<file path="config.mk">
export PLATFORM = sky130hd
export DESIGN_NAME = replay_accumulator_flat
export DESIGN_NICKNAME = d
export VERILOG_FILES = /design/src/rtl/replay_accumulator_pkg.sv /design/src/rtl/replay_accumulator_if.sv /design/src/rtl/replay_accumulator_seq_counter.sv /design/src/rtl/replay_accumulator.sv /design/src/flat_wrapper.sv
export SDC_FILE = /design/constraint.sdc
export NUM_CORES = 1
export LEC_CHECK = 0
export ABC_CLOCK_PERIOD_IN_PS = 2200
export CORE_MARGIN = 5
export CORE_UTILIZATION = 49
export CTS_CLUSTER_DIAMETER = 120
export DETAILED_ROUTE_END_ITERATION = 10
export PLACE_DENSITY = 0.71
export SYNTH_ARGS = -nofsm -noshare
export SYNTH_HDL_FRONTEND = slang
export SYNTH_HIERARCHICAL = 1
export SYNTH_SLANG_ARGS = --single-unit
</file>
<file path="constraint.sdc">
create_clock -name clk -period 2.2 [get_ports clk]
set_input_delay 0.22 -clock clk [delete_from_list [all_inputs] [get_ports clk]]
set_output_delay 0.22 -clock clk [all_outputs]
set_load 0.005 [all_outputs]
</file>
<file path="src/rtl/replay_accumulator_pkg.sv">
//------------------------------------------------------------------------------
// Module : replay_accumulator_pkg
// Brief  : Shared types and helpers for the replay accumulator.
//          acc_width() gives the default accumulator width, which is wide
//          enough to hold REP summed W-bit items without overflow.
// Rev    : 1.0  initial release
//------------------------------------------------------------------------------
`default_nettype none

package replay_accumulator_pkg;

  // Pipeline-stage flags that travel with an item from S0 to S1.
  typedef struct packed {
    logic first;    // item belongs to repetition 0: ignore stored partial sum
    logic fin_rep;  // item belongs to the final repetition: emit, don't store
    logic lastpos;  // item sits at position LEN-1
  } s1_flags_t;

  function automatic int acc_width(input int w, input int rep);
    return w + $clog2(rep);
  endfunction

endpackage

`default_nettype wire

</file>
<file path="src/rtl/replay_accumulator_if.sv">
//------------------------------------------------------------------------------
// Module : replay_accumulator_if
// Brief  : Input and output streams of the replay accumulator.
//          Input : idat/ilast/ifin/ivld (producer) and irdy (consumer).
//          Output: odat/olast/ovld (accumulator) and ordy (sink).
//          slave  = accumulator side, master = environment side.
// Rev    : 1.0  initial release
//------------------------------------------------------------------------------
`default_nettype none

interface replay_accumulator_if #(
  parameter int W  = 8,
  parameter int WA = 8
);
  logic [W-1:0]  idat;
  logic          ilast;
  logic          ifin;
  logic          ivld;
  logic          irdy;
  logic [WA-1:0] odat;
  logic          olast;
  logic          ovld;
  logic          ordy;

  modport slave (
    input  idat, ilast, ifin, ivld, ordy,
    output irdy, odat, olast, ovld
  );

  modport master (
    output idat, ilast, ifin, ivld, ordy,
    input  irdy, odat, olast, ovld
  );
endinterface

`default_nettype wire

</file>
<file path="src/rtl/replay_accumulator_seq_counter.sv">
//------------------------------------------------------------------------------
// Module : seq_counter
// Brief  : Wrapping 0..N-1 counter with a registered "at N-1" flag.
//          clk, rst   : clock, synchronous active-high reset
//          clr_i      : return to 0 (priority over en_i)
//          en_i       : advance by one, wrapping after N-1
//          cnt_o      : current count
//          last_o     : count == N-1 (registered, no compare on the output path)
// Rev    : 1.0  initial release
//------------------------------------------------------------------------------
`default_nettype none

module seq_counter #(
  parameter int N  = 2,
  parameter int CW = (N > 1) ? $clog2(N) : 1
) (
  input  wire logic          clk,
  input  wire logic          rst,
  input  wire logic          clr_i,
  input  wire logic          en_i,
  output logic [CW-1:0]      cnt_o,
  output logic               last_o
);

  localparam logic [CW-1:0] C_MAX = CW'(N - 1);

  logic [CW-1:0] cnt_q, cnt_d;
  logic          last_q, last_d;

  always_comb begin
    cnt_d  = cnt_q;
    last_d = last_q;
    if (clr_i) begin
      cnt_d  = '0;
      last_d = (N == 1);
    end else if (en_i) begin
      if (last_q) begin
        cnt_d  = '0;
        last_d = (N == 1);
      end else begin
        cnt_d  = cnt_q + 1'b1;
        last_d = ((cnt_q + 1'b1) == C_MAX);
      end
    end
  end

  always_ff @(posedge clk) begin
    if (rst) begin
      cnt_q  <= '0;
      last_q <= (N == 1);
    end else begin
      cnt_q  <= cnt_d;
      last_q <= last_d;
    end
  end

  assign cnt_o  = cnt_q;
  assign last_o = last_q;

endmodule

`default_nettype wire

</file>
<file path="src/rtl/replay_accumulator.sv">
//------------------------------------------------------------------------------
// Module : replay_accumulator
// Brief  : Collapses REP back-to-back repetitions of a LEN-item sequence into
//          one LEN-item vector of per-position sums.
//          clk, rst : clock, synchronous active-high reset
//          bus      : slave side of the input/output streams
//          err      : sticky flag, set when ilast/ifin disagree with the
//                     internal position/repetition counters
// Rev    : 1.0  initial release
//------------------------------------------------------------------------------
`default_nettype none

module replay_accumulator
  import replay_accumulator_pkg::*;
#(
  parameter int LEN    = 1,
  parameter int REP    = 1,
  parameter int W      = 8,
  parameter int WA     = acc_width(W, REP),
  parameter int SIGNED = 1
) (
  input  wire logic            clk,
  input  wire logic            rst,
  replay_accumulator_if.slave  bus,
  output logic                 err
);

  localparam int PW    = (LEN > 1) ? $clog2(LEN) : 1;
  localparam int RW    = (REP > 1) ? $clog2(REP) : 1;
  // Depth rounded up to a power of two so the position counter indexes the
  // array without a width mismatch; entries >= LEN are never addressed.
  localparam int DEPTH = 1 << PW;

  if (LEN < 1) begin : g_bad_len
    $error("replay_accumulator: LEN must be at least 1");
  end
  if (REP < 1) begin : g_bad_rep
    $error("replay_accumulator: REP must be at least 1");
  end
  if (WA < W) begin : g_bad_wa
    $error("replay_accumulator: WA must be at least W");
  end

  // ---------------------------------------------------------------- S0
  logic          accept;
  logic [PW-1:0] pos;
  logic          pos_last;
  logic [RW-1:0] rep;
  logic          rep_last;
  logic [WA-1:0] ext;

  assign accept = bus.ivld && bus.irdy;

  seq_counter #(.N(LEN), .CW(PW)) u_pos (
    .clk    (clk),
    .rst    (rst),
    .clr_i  (1'b0),
    .en_i   (accept),
    .cnt_o  (pos),
    .last_o (pos_last)
  );

  seq_counter #(.N(REP), .CW(RW)) u_rep (
    .clk    (clk),
    .rst    (rst),
    .clr_i  (1'b0),
    .en_i   (accept && pos_last),
    .cnt_o  (rep),
    .last_o (rep_last)
  );

  if (SIGNED != 0) begin : g_sext
    assign ext = WA'($signed(bus.idat));
  end else begin : g_zext
    assign ext = WA'(bus.idat);
  end

  // ---------------------------------------------------------------- S1
  logic [WA-1:0] mem_q [DEPTH];
  logic          s1_vld_q;
  logic [WA-1:0] s1_x_q, s1_x_d;
  logic [WA-1:0] s1_opnd_q, s1_opnd_d;
  logic [PW-1:0] s1_addr_q;
  s1_flags_t     s1_flg_q, s1_flg_d;
  logic [WA-1:0] sum;
  logic          s1_wr;
  logic          s1_out;
  logic          s1_blk;

  assign sum    = s1_x_q + (s1_flg_q.first ? '0 : s1_opnd_q);
  assign s1_wr  = s1_vld_q && !s1_flg_q.fin_rep;
  assign s1_out = s1_vld_q && s1_flg_q.fin_rep;
  // Only an emitting item can be blocked; partial-sum writes always retire.
  assign s1_blk = s1_out && bus.ovld && !bus.ordy;

  assign bus.irdy = !s1_vld_q || !s1_blk;

  // The operand is captured in S0, so the memory behaves like a synchronous
  // read. The only write that can be missed is the one S1 retires in this
  // same cycle, so that sum is forwarded when addresses match.
  always_comb begin
    s1_x_d         = ext;
    s1_flg_d.first   = (rep == '0);
    s1_flg_d.fin_rep = rep_last;
    s1_flg_d.lastpos = pos_last;
    if (s1_wr && (s1_addr_q == pos)) begin
      s1_opnd_d = sum;
    end else begin
      s1_opnd_d = mem_q[pos];
    end
  end

  always_ff @(posedge clk) begin
    if (s1_wr) begin
      mem_q[s1_addr_q] <= sum;
    end
  end

  always_ff @(posedge clk) begin
    if (!s1_blk) begin
      s1_x_q    <= s1_x_d;
      s1_opnd_q <= s1_opnd_d;
      s1_addr_q <= pos;
      s1_flg_q  <= s1_flg_d;
    end
  end

  // ---------------------------------------------------------------- output
  logic          ovld_q;
  logic          olast_q;
  logic [WA-1:0] odat_q;
  logic          err_q, err_d;

  assign err_d = err_q || (accept && ((bus.ilast != pos_last) ||
                                      (bus.ifin != (pos_last && rep_last))));

  always_ff @(posedge clk) begin
    if (rst) begin
      s1_vld_q <= 1'b0;
      ovld_q   <= 1'b0;
      olast_q  <= 1'b0;
      odat_q   <= '0;
      err_q    <= 1'b0;
    end else begin
      err_q <= err_d;
      if (!s1_blk) begin
        s1_vld_q <= accept;
      end
      // A fresh sum replaces a draining one and keeps ovld high.
      if (s1_out && !s1_blk) begin
        ovld_q  <= 1'b1;
        odat_q  <= sum;
        olast_q <= s1_flg_q.lastpos;
      end else if (bus.ordy) begin
        ovld_q <= 1'b0;
      end
    end
  end

  assign bus.ovld  = ovld_q;
  assign bus.odat  = odat_q;
  assign bus.olast = olast_q;
  assign err       = err_q;

endmodule

`default_nettype wire

</file>
<file path="src/flat_wrapper.sv">
// flat-port wrapper written by rule: the top's interface ports become plain ports
module replay_accumulator_flat import replay_accumulator_pkg::*;
#(
  parameter int LEN    = 1,
  parameter int REP    = 1,
  parameter int W      = 8,
  parameter int WA     = acc_width(W, REP),
  parameter int SIGNED = 1
)
  (clk, rst, err, bus_idat, bus_ilast, bus_ifin, bus_ivld, bus_ordy, bus_irdy, bus_odat, bus_olast, bus_ovld);
  replay_accumulator_if #(.W(W), .WA(WA)) bus_i ();
  input  wire logic clk;
  input  wire logic rst;
  output logic err;
  input wire logic [$bits(bus_i.idat)-1:0] bus_idat;
  input wire logic [$bits(bus_i.ilast)-1:0] bus_ilast;
  input wire logic [$bits(bus_i.ifin)-1:0] bus_ifin;
  input wire logic [$bits(bus_i.ivld)-1:0] bus_ivld;
  input wire logic [$bits(bus_i.ordy)-1:0] bus_ordy;
  output wire logic [$bits(bus_i.irdy)-1:0] bus_irdy;
  output wire logic [$bits(bus_i.odat)-1:0] bus_odat;
  output wire logic [$bits(bus_i.olast)-1:0] bus_olast;
  output wire logic [$bits(bus_i.ovld)-1:0] bus_ovld;
  assign bus_i.idat = bus_idat;
  assign bus_i.ilast = bus_ilast;
  assign bus_i.ifin = bus_ifin;
  assign bus_i.ivld = bus_ivld;
  assign bus_i.ordy = bus_ordy;
  assign bus_irdy = bus_i.irdy;
  assign bus_odat = bus_i.odat;
  assign bus_olast = bus_i.olast;
  assign bus_ovld = bus_i.ovld;
  replay_accumulator #(.LEN(LEN), .REP(REP), .W(W), .WA(WA), .SIGNED(SIGNED)) u_core (.clk(clk), .rst(rst), .bus(bus_i), .err(err));
endmodule
</file>
Word level (Yosys, flattened, before mapping):

Memories as Yosys holds them, arrays and structs flattened. A register that Yosys moved wholly into a read port is not among the register bits.
Index checks and enable logic that the tools add are counted.

* register bits: 28
* bits in writable memories: 16
* logic and storage cells: 50
* memories kept: 1

* add/sub/neg operators: 3
* equal/unequal tests: 2
* multiplexer cells: 9
* bitwise logic cells: 3
* reductions and logical operators: 18

Memory list
* u_core.mem_q: depth 2, width 8, rd ports 1, clocked after Yosys merged registers in 1, wr ports 1, line replay_accumulator.sv:79 `logic [WA-1:0] mem_q [DEPTH];`

Operator list (number)
* 1-bit logical AND: 9
* 8-bit adder: 1
* 1-bit 2-to-1 mux: 8
* 8-bit 2-to-1 mux: 1
* 1-bit logical NOT: 5
* 1-bit logical OR: 3
* 1-bit NOT: 3
* 1-bit adder (second input constant): 2
* 1-bit != test: 2
* 2-bit nonzero test: 1

Depth between registers and ports, before layout:

Gate-level depths: netlist of run 1.

* depth in word-level cells: 8
* depth in mapped cells: 8
* mapped depth without buffers: 8

Hierarchy:

The synthesis of run 1 kept the hierarchy.

Modules (own cells, without submodules)
* replay_accumulator: instances 1, cells an instance 181, area an instance 2177.1 um^2, sequential area each 1321.3 um^2
* seq_counter: instances 2, cells an instance 6, area an instance 81.3 um^2, sequential area each 40.0 um^2

Least setup slack after synthesis of run 1:

No wires, ideal clock.

* path type: reg-to-reg
* start: register u_core/s1_flg_q[2] (netlist name)
* end: register u_core.s1_opnd_q[6] (read register of u_core.mem_q) (data pin)
* setup time: 0.254 ns
* arrival time: 2.041 ns
* data required time: 1.946 ns
* path slack: -0.095 ns
* stages on the path, launching flop included: 9
* buffers on the path: 0
* period minus slack after synthesis: 2.295 ns
* path through: edfxtp_1 nor2b_1 ha_1 inv_1 fa_1 nor2b_1 o31ai_1 a311o_1 o21a_1

RTL lines
* end: declaration: line replay_accumulator.sv:82 `logic [WA-1:0] s1_opnd_q, s1_opnd_d;`

==> results_dict.tcl, run 1 <==
set metrics [dict create \
    clk_pin_slew_ns 0.10 \
    topRoutingLayerUsed "met4" \
    firstDrtPassIters 4 \
    dp_hpwl_mm 3.228 \
    root_buffer "clkbuf_8" \
    avgSynthCellArea_um2 12.12 \
    start_util 0.4987 \
    fin_skew_ns 0.006673 \
    ctsHoldBuffers 0 \
    globalRouteTotalUtil 0.1494 \
    diodes 0 \
    grt_pass1_vias 1505 \
    drv_slew 0 \
    wl_met2_mm 2.222 \
    maxSlewHeadroom 0.6523 \
    layout_commonest_cell "edfxtp_1" \
    chipHeight_um 79.10 \
    worst_slack_ns -0.01310 \
    totalWireLength_mm 4.408 \
    startpoint_type "flop" \
    layout_common_cells "edfxtp_1 (36), clkdlybuf4s50_1 (25), nor2_1 (16), dfxtp_1 (16), nand2_1 (15)" \
    min_delay_path_depth 2 \
    clock_path_buffers 2 \
    finalHoldViolCount 0 \
    grt_overflow 0 \
    hold_path_class "reg2reg" \
    netlist_area_um2 2340 \
    met1_length_mm 1.948 \
    synth_cell_type_count 43 \
    synth_ff_type "edfxtp_1" \
    synth_edf_count 36 \
    critPathMaxStageDelay_ns 0.44 \
    cts.sinks 52 \
    clkLatencyLatePin_ns 0.30 \
    synth_seq_cells 52 \
    ir_drop_v 0.0004116 \
    route.vias.total 1596 \
    place_congestion 0.7414 \
    postSynth.asyncResetShare 0 \
    p_leak_nw 1.052 \
    ant_nets 0 \
    violations "negative setup slack" \
    syn_to_final_growth_pct 25.13 \
    yosys_warnings 6 \
    die_w_um 79.10 \
    vias_per_cell 5.447 \
    syn_inst 193 \
    placed_cells 283 \
    status "finished with violations" \
    power_density_nw_per_um2 643.6 \
    grt_antenna_before_repair 0 \
    slowest_stage "edfxtp_1" \
    initialDrtViolationCount 59 \
    cap_violations 0 \
    rows 25 \
    final_cells 293 \
    met3_length_um 223 \
    worstSetupStartpoint "u_core/s1_flg_q[2]" \
    fmax_ghz 0.4519 \
    dp_slack_ns -0.06854 \
    grt_max_degree 20 \
    fin_nets 260 \
    min_period_ns 2.213 \
    crit_arrival_ns 2.28 \
    period_share 1.006 \
    wl_per_cell_um 15.04 \
    tightest_slew_ns 0.5215 \
    ioPinCount 26 \
    seq_area_frac_synth 0.5989 \
    io_buffers 25 \
    reg2reg_depth 7 \
    cts_tree "yes" \
    r2r-start "u_core/s1_flg_q[2]" \
    holdCritStartpoint "u_core/bus.odat[3]" \
    crit_chain "nor2b_1 > ha_2 > nor2b_4 > buf_4 > o311a_1 > a311o_1 > o21a_1" \
    end_kind "flop" \
    core_um2 4692 \
    dpl_cell_area_um2 2745 \
    grt_pass1_wl_mm 7.196 \
    critPathMaxFanout 4 \
    dieArea_um2 6257 \
    worstPathRequired_ns 2.27 \
    setup_violations 1 \
    final_layout_size_suffix_gt1_frac 0.1799 \
    drcViolationCount 0 \
    htree_levels 2 \
    hold_ws_ns 0.4555 \
    rsz0062_at_grt "yes" \
    critPathKind "reg2reg" \
    stdcell_area_um2 2928 \
    numCtsBuffers 5 \
    total_power_w 0.001884 \
]
==> registers in the layout (all words and copies together), names as in the netlist <==
| name | count |
|---|---|
| u_core/mem_q | 16 |
| u_core/bus.odat | 8 |
| u_core/s1_opnd_q | 8 |
| u_core/s1_x_q | 8 |
| u_core/s1_flg_q | 3 |
| u_core/bus.olast | 1 |
| u_core/bus.ovld | 1 |
| u_core/err | 1 |
| u_core/s1_addr_q | 1 |
| u_core/s1_vld_q | 1 |
| u_core/u_pos/cnt_o | 1 |
| u_core/u_pos/last_o | 1 |
| u_core/u_rep/cnt_o | 1 |
| u_core/u_rep/last_o | 1 |
==> final cells by class <==
| class | count | area (um^2) |
|---|---|---|
| well taps | 54 | 67.56 |
| fillers | 385 | 1764 |
| flip-flops and latches | 52 | 1401 |
| clock inverters | 3 | 46.29 |
| repair buffers | 39 | 355.3 |
| clock buffers | 5 | 68.82 |
| inverters | 7 | 26.28 |
| multi-input cells | 133 | 962.2 |
==> power breakdown <==
part / switching (W) / internal (W) / total, W
clock: 0.000321 / 0.000343 / 0.000664
combinational: 0.0000633 / 0.0000796 / 0.000143
sequential: 0.0000129 / 0.00106 / 0.00108
total: 0.000397 / 0.00149 / 0.00188
==> worst max-delay path: cells and delay by family, from the launching register on <==
kind	cells	cell delay (ns)
AOI/OAI and AO/OA	3	0.82
DFF	1	0.44
and+or+nand+nor	2	0.29
adders and majority gates	1	0.29
buffers and inverters	1	0.13
==> Yosys cell counts, drive strengths merged (3+ instances only) <==
master / instances / area [um^2]
a211oi: 5 / 52.55
a21oi: 15 / 75.07
buf: 3 / 17.52
dfxtp: 16 / 320.3
edfxtp: 36 / 1081
ha: 7 / 87.58
inv: 7 / 26.28
mux2i: 7 / 70.07
nand2: 15 / 56.30
nand2b: 5 / 31.28
nor2: 16 / 60.06
nor2b: 12 / 75.07
o211ai: 3 / 22.52
o21a: 7 / 52.55
o21ai: 3 / 15.01
or3b: 4 / 37.54
xnor2: 4 / 35.03
==> metrics by stage <==
step,setup TNS [ns],util
after CTS,-0.01751,0.6123
after global routing,-0.3180,0.6240
after floorplan,-0.04495,-
final,-0.01310,0.6240
after detailed placement,-0.06854,0.5851
after global placement,0,0.5851
==> cell families after synthesis <==
logic type	after synthesis	share of synthesized area
fa+ha+maj	8	0.04599
mux	7	0.02995
buf+inv	11	0.02032
compound gates	47	0.1438
other cells	1	0.001603
xor+xnor	4	0.01497
flops	52	0.5989
simple gates	63	0.1444
==> final timing paths <==
| path | endpoint | slack [ns] |
|---|---|---|
| max | u_core/s1_opnd_q[6] | -0.01 |
| min | u_core/bus.odat[3] | 0.46 |
| max reg2reg | u_core/s1_opnd_q[6] | -0.01 |
| min reg2reg | u_core/bus.odat[3] | 0.46 |
==> repair_timing <==
item | in CTS | in global routing
setup buffers | 1 | 1
pin swaps | 1 | 1
endpoints found under the setup margin | 1 | 8
gates resized for setup | 2 | 9
endpoints found under the hold margin | 0 | 0
==> metal layers <==
metal / track usage / vias up
li1: - / 804
met4: 0.02749 / 0
met5: 0 / -
met1: 0.1891 / 757
met2: 0.2559 / 33
met3: 0.04422 / 2
Power figures use the tool's default switching activity.
==> run 2, diff against run 1 <==
--- a/config.mk
+++ b/config.mk
@@ -11,6 +11,7 @@
 export CTS_CLUSTER_DIAMETER = 120
 export DETAILED_ROUTE_END_ITERATION = 10
 export PLACE_DENSITY = 0.71
+export REMOVE_ABC_BUFFERS = 1
 export SYNTH_ARGS = -nofsm -noshare
 export SYNTH_HDL_FRONTEND = slang
 export SYNTH_HIERARCHICAL = 1
==> results_dict.tcl, run 2 (synthesized netlist as in run 1, its figures left out) <==
set metrics [dict create \
    dieArea_um2 6257 \
    rsz0062_at_grt "yes" \
    switchingPower_w 0.0003715 \
    critPathMaxStageDelay_ns 0.45 \
    fin_nets 265 \
    fmax_ghz 0.4548 \
    r2r_slack_ns 0.001 \
    min_period_ns 2.199 \
    clk_pin_slew_ns 0.09 \
    reg2reg_depth 7 \
    stdcell_area_um2 2940 \
    firstDrtPassIters 4 \
    cts_tree "yes" \
    core_um2 4692 \
    end_kind "flop" \
    drcViolationCount 0 \
    io_buffers 25 \
    grt_pass1_vias 1612 \
    die_w_um 79.10 \
    wl_per_cell_um 15.11 \
    startpoint_type "flop" \
    fin_util 0.6267 \
    dpl_cell_area_um2 2768 \
    ir_drop_v 0.0004567 \
    critPathKind "reg2reg" \
    initialDrtViolationCount 76 \
    grt_antenna_before_repair 0 \
    rows 25 \
    route.vias.total 1583 \
    r2r-start "u_core/s1_flg_q[2]" \
    period_share 0.9995 \
    drv_slew 0 \
    grt_pass1_wl_mm 7.555 \
    ant_nets 0 \
    cap_violations 0 \
    syn_to_final_growth_pct 25.67 \
    start_util 0.4987 \
    chipHeight_um 79.10 \
    htree_levels 2 \
    dp_hpwl_mm 3.297 \
    totalWireLength_mm 4.504 \
    p_int_w 0.001403 \
    grt_max_degree 21 \
    p_clk_frac 0.310 \
    crit_chain "nor2b_1 > ha_1 > nor2b_4 > buf_4 > o311a_1 > a311o_1 > o21a_1" \
    grt_overflow 0 \
    critPathMaxFanout 5 \
    combPwrFrac 0.082 \
    tightest_slew_ns 0.5205 \
    setup_violations 0 \
    crit_arrival_ns 2.26 \
    reg2reg_to "u_core/s1_opnd_q[6]" \
    fin_skew_ns 0.007810 \
    total_power_w 0.001774 \
    clkLatencyLatePin_ns 0.30 \
    hold_path_class "reg2reg" \
    seqPwrFrac 0.607 \
    clock_path_buffers 2 \
    finalHoldViolCount 0 \
    tns_ns 0 \
    power_density_nw_per_um2 603.4 \
    slowest_stage "edfxtp_1" \
    final_layout_size_suffix_gt1_frac 0.1803 \
    vias_per_cell 5.312 \
    maxSlewHeadroom 0.6530 \
    numCtsBuffers 5 \
    diodes 0 \
    p_leak_nw 1.061 \
    swShare 0.2094 \
    status "finished clean" \
    ioPinCount 26 \
    largest_reg_flops 16 \
    globalRouteTotalUtil 0.1576 \
    layout_commonest_cell "edfxtp_1" \
    root_buffer "clkbuf_8" \
    holdCritStartpoint "u_core/bus.odat[3]" \
    place_congestion 0.7884 \
    worst_hold_path.endpoint "u_core/bus.odat[3]" \
    hold_ws_ns 0.4597 \
    min_delay_path_depth 2 \
    layout_common_cells "edfxtp_1 (36), clkdlybuf4s50_1 (25), buf_4 (19)" \
    worstPathRequired_ns 2.26 \
    top_register "u_core/mem_q" \
    cts.sinks 52 \
]
-- run 2: worst max-delay path: cells and delay by family, from the launching register on --
kind	cells	cell delay [ns]
AOI/OAI and AO/OA	3	0.83
DFF	1	0.45
and+or+nand+nor	2	0.29
adders and majority gates	1	0.26
buffers and inverters	1	0.13
-- run 2: metal layers --
layer,track usage,part of all wire
met1,0.2111,0.46
met2,0.2525,0.47
met3,0.03401,0.055
met4,0.05670,0.011
met5,0,0
-- run 2: how the worst max path moves through the flow --
stage	end	start
6_report	u_core/s1_opnd_q[6]	u_core/s1_flg_q[2]
5_1_grt	u_core/s1_opnd_q[6]	u_core/s1_flg_q[2]
4_1_cts	u_core/s1_opnd_q[6]	u_core/s1_flg_q[2]
3_5_place_dp	u_core/s1_opnd_q[6]	u_core/s1_flg_q[2]
3_3_place_gp	u_core/s1_opnd_q[6]	u_core/s1_flg_q[2]
2_1_floorplan	u_core/s1_opnd_q[6]	u_core/s1_flg_q[2]
-- run 2: cell type report --
type	instances	area, um^2
clock buffers	7	86.33
repair buffers	44	392.9
inverters	7	26.28
well taps	54	67.56
clock inverters	1	7.507
flip-flops and latches	52	1401
fillers	365	1752
multi-input cells	133	958.4
-- run 2: power by group through the flow --
stage                     Sequential [W]  Combinational [W]  Clock (W)
after CTS                        0.00108           0.000144   0.000565
after global routing             0.00108           0.000160   0.000613
after floorplan                  0.00110          0.0000606          0
after global placement           0.00110           0.000140          0
final                            0.00108           0.000146   0.000550
after detailed placement         0.00110           0.000141          0
-- run 2: repair_timing --
action / 4_1_cts / 5_1_grt
resized for setup: 6 / 5
hold buffers: 0 / 0
endpoints found under the setup margin: 6 / 10
buffers inserted: 2 / 1
pin swaps: 1 / 4
-- run 2: through the flow --
| step | cells | setup slack, ns |
|---|---|---|
| after global routing | 298 | -0.08684 |
| after floorplan | 192 | -0.09554 |
| after CTS | 297 | -0.05158 |
| after detailed placement | 287 | -0.1086 |
| final | 298 | 0.001052 |
| after global placement | 287 | -0.03944 |
==> run 3, diff against run 2 <==
--- a/config.mk
+++ b/config.mk
@@ -10,6 +10,7 @@
 export CORE_UTILIZATION = 49
 export CTS_CLUSTER_DIAMETER = 120
 export DETAILED_ROUTE_END_ITERATION = 10
+export GPL_ROUTABILITY_DRIVEN = 0
 export PLACE_DENSITY = 0.71
 export REMOVE_ABC_BUFFERS = 1
 export SYNTH_ARGS = -nofsm -noshare
==> results of run 3 <==
No change in the layout: final DEF, timing and power equal those of run 2.
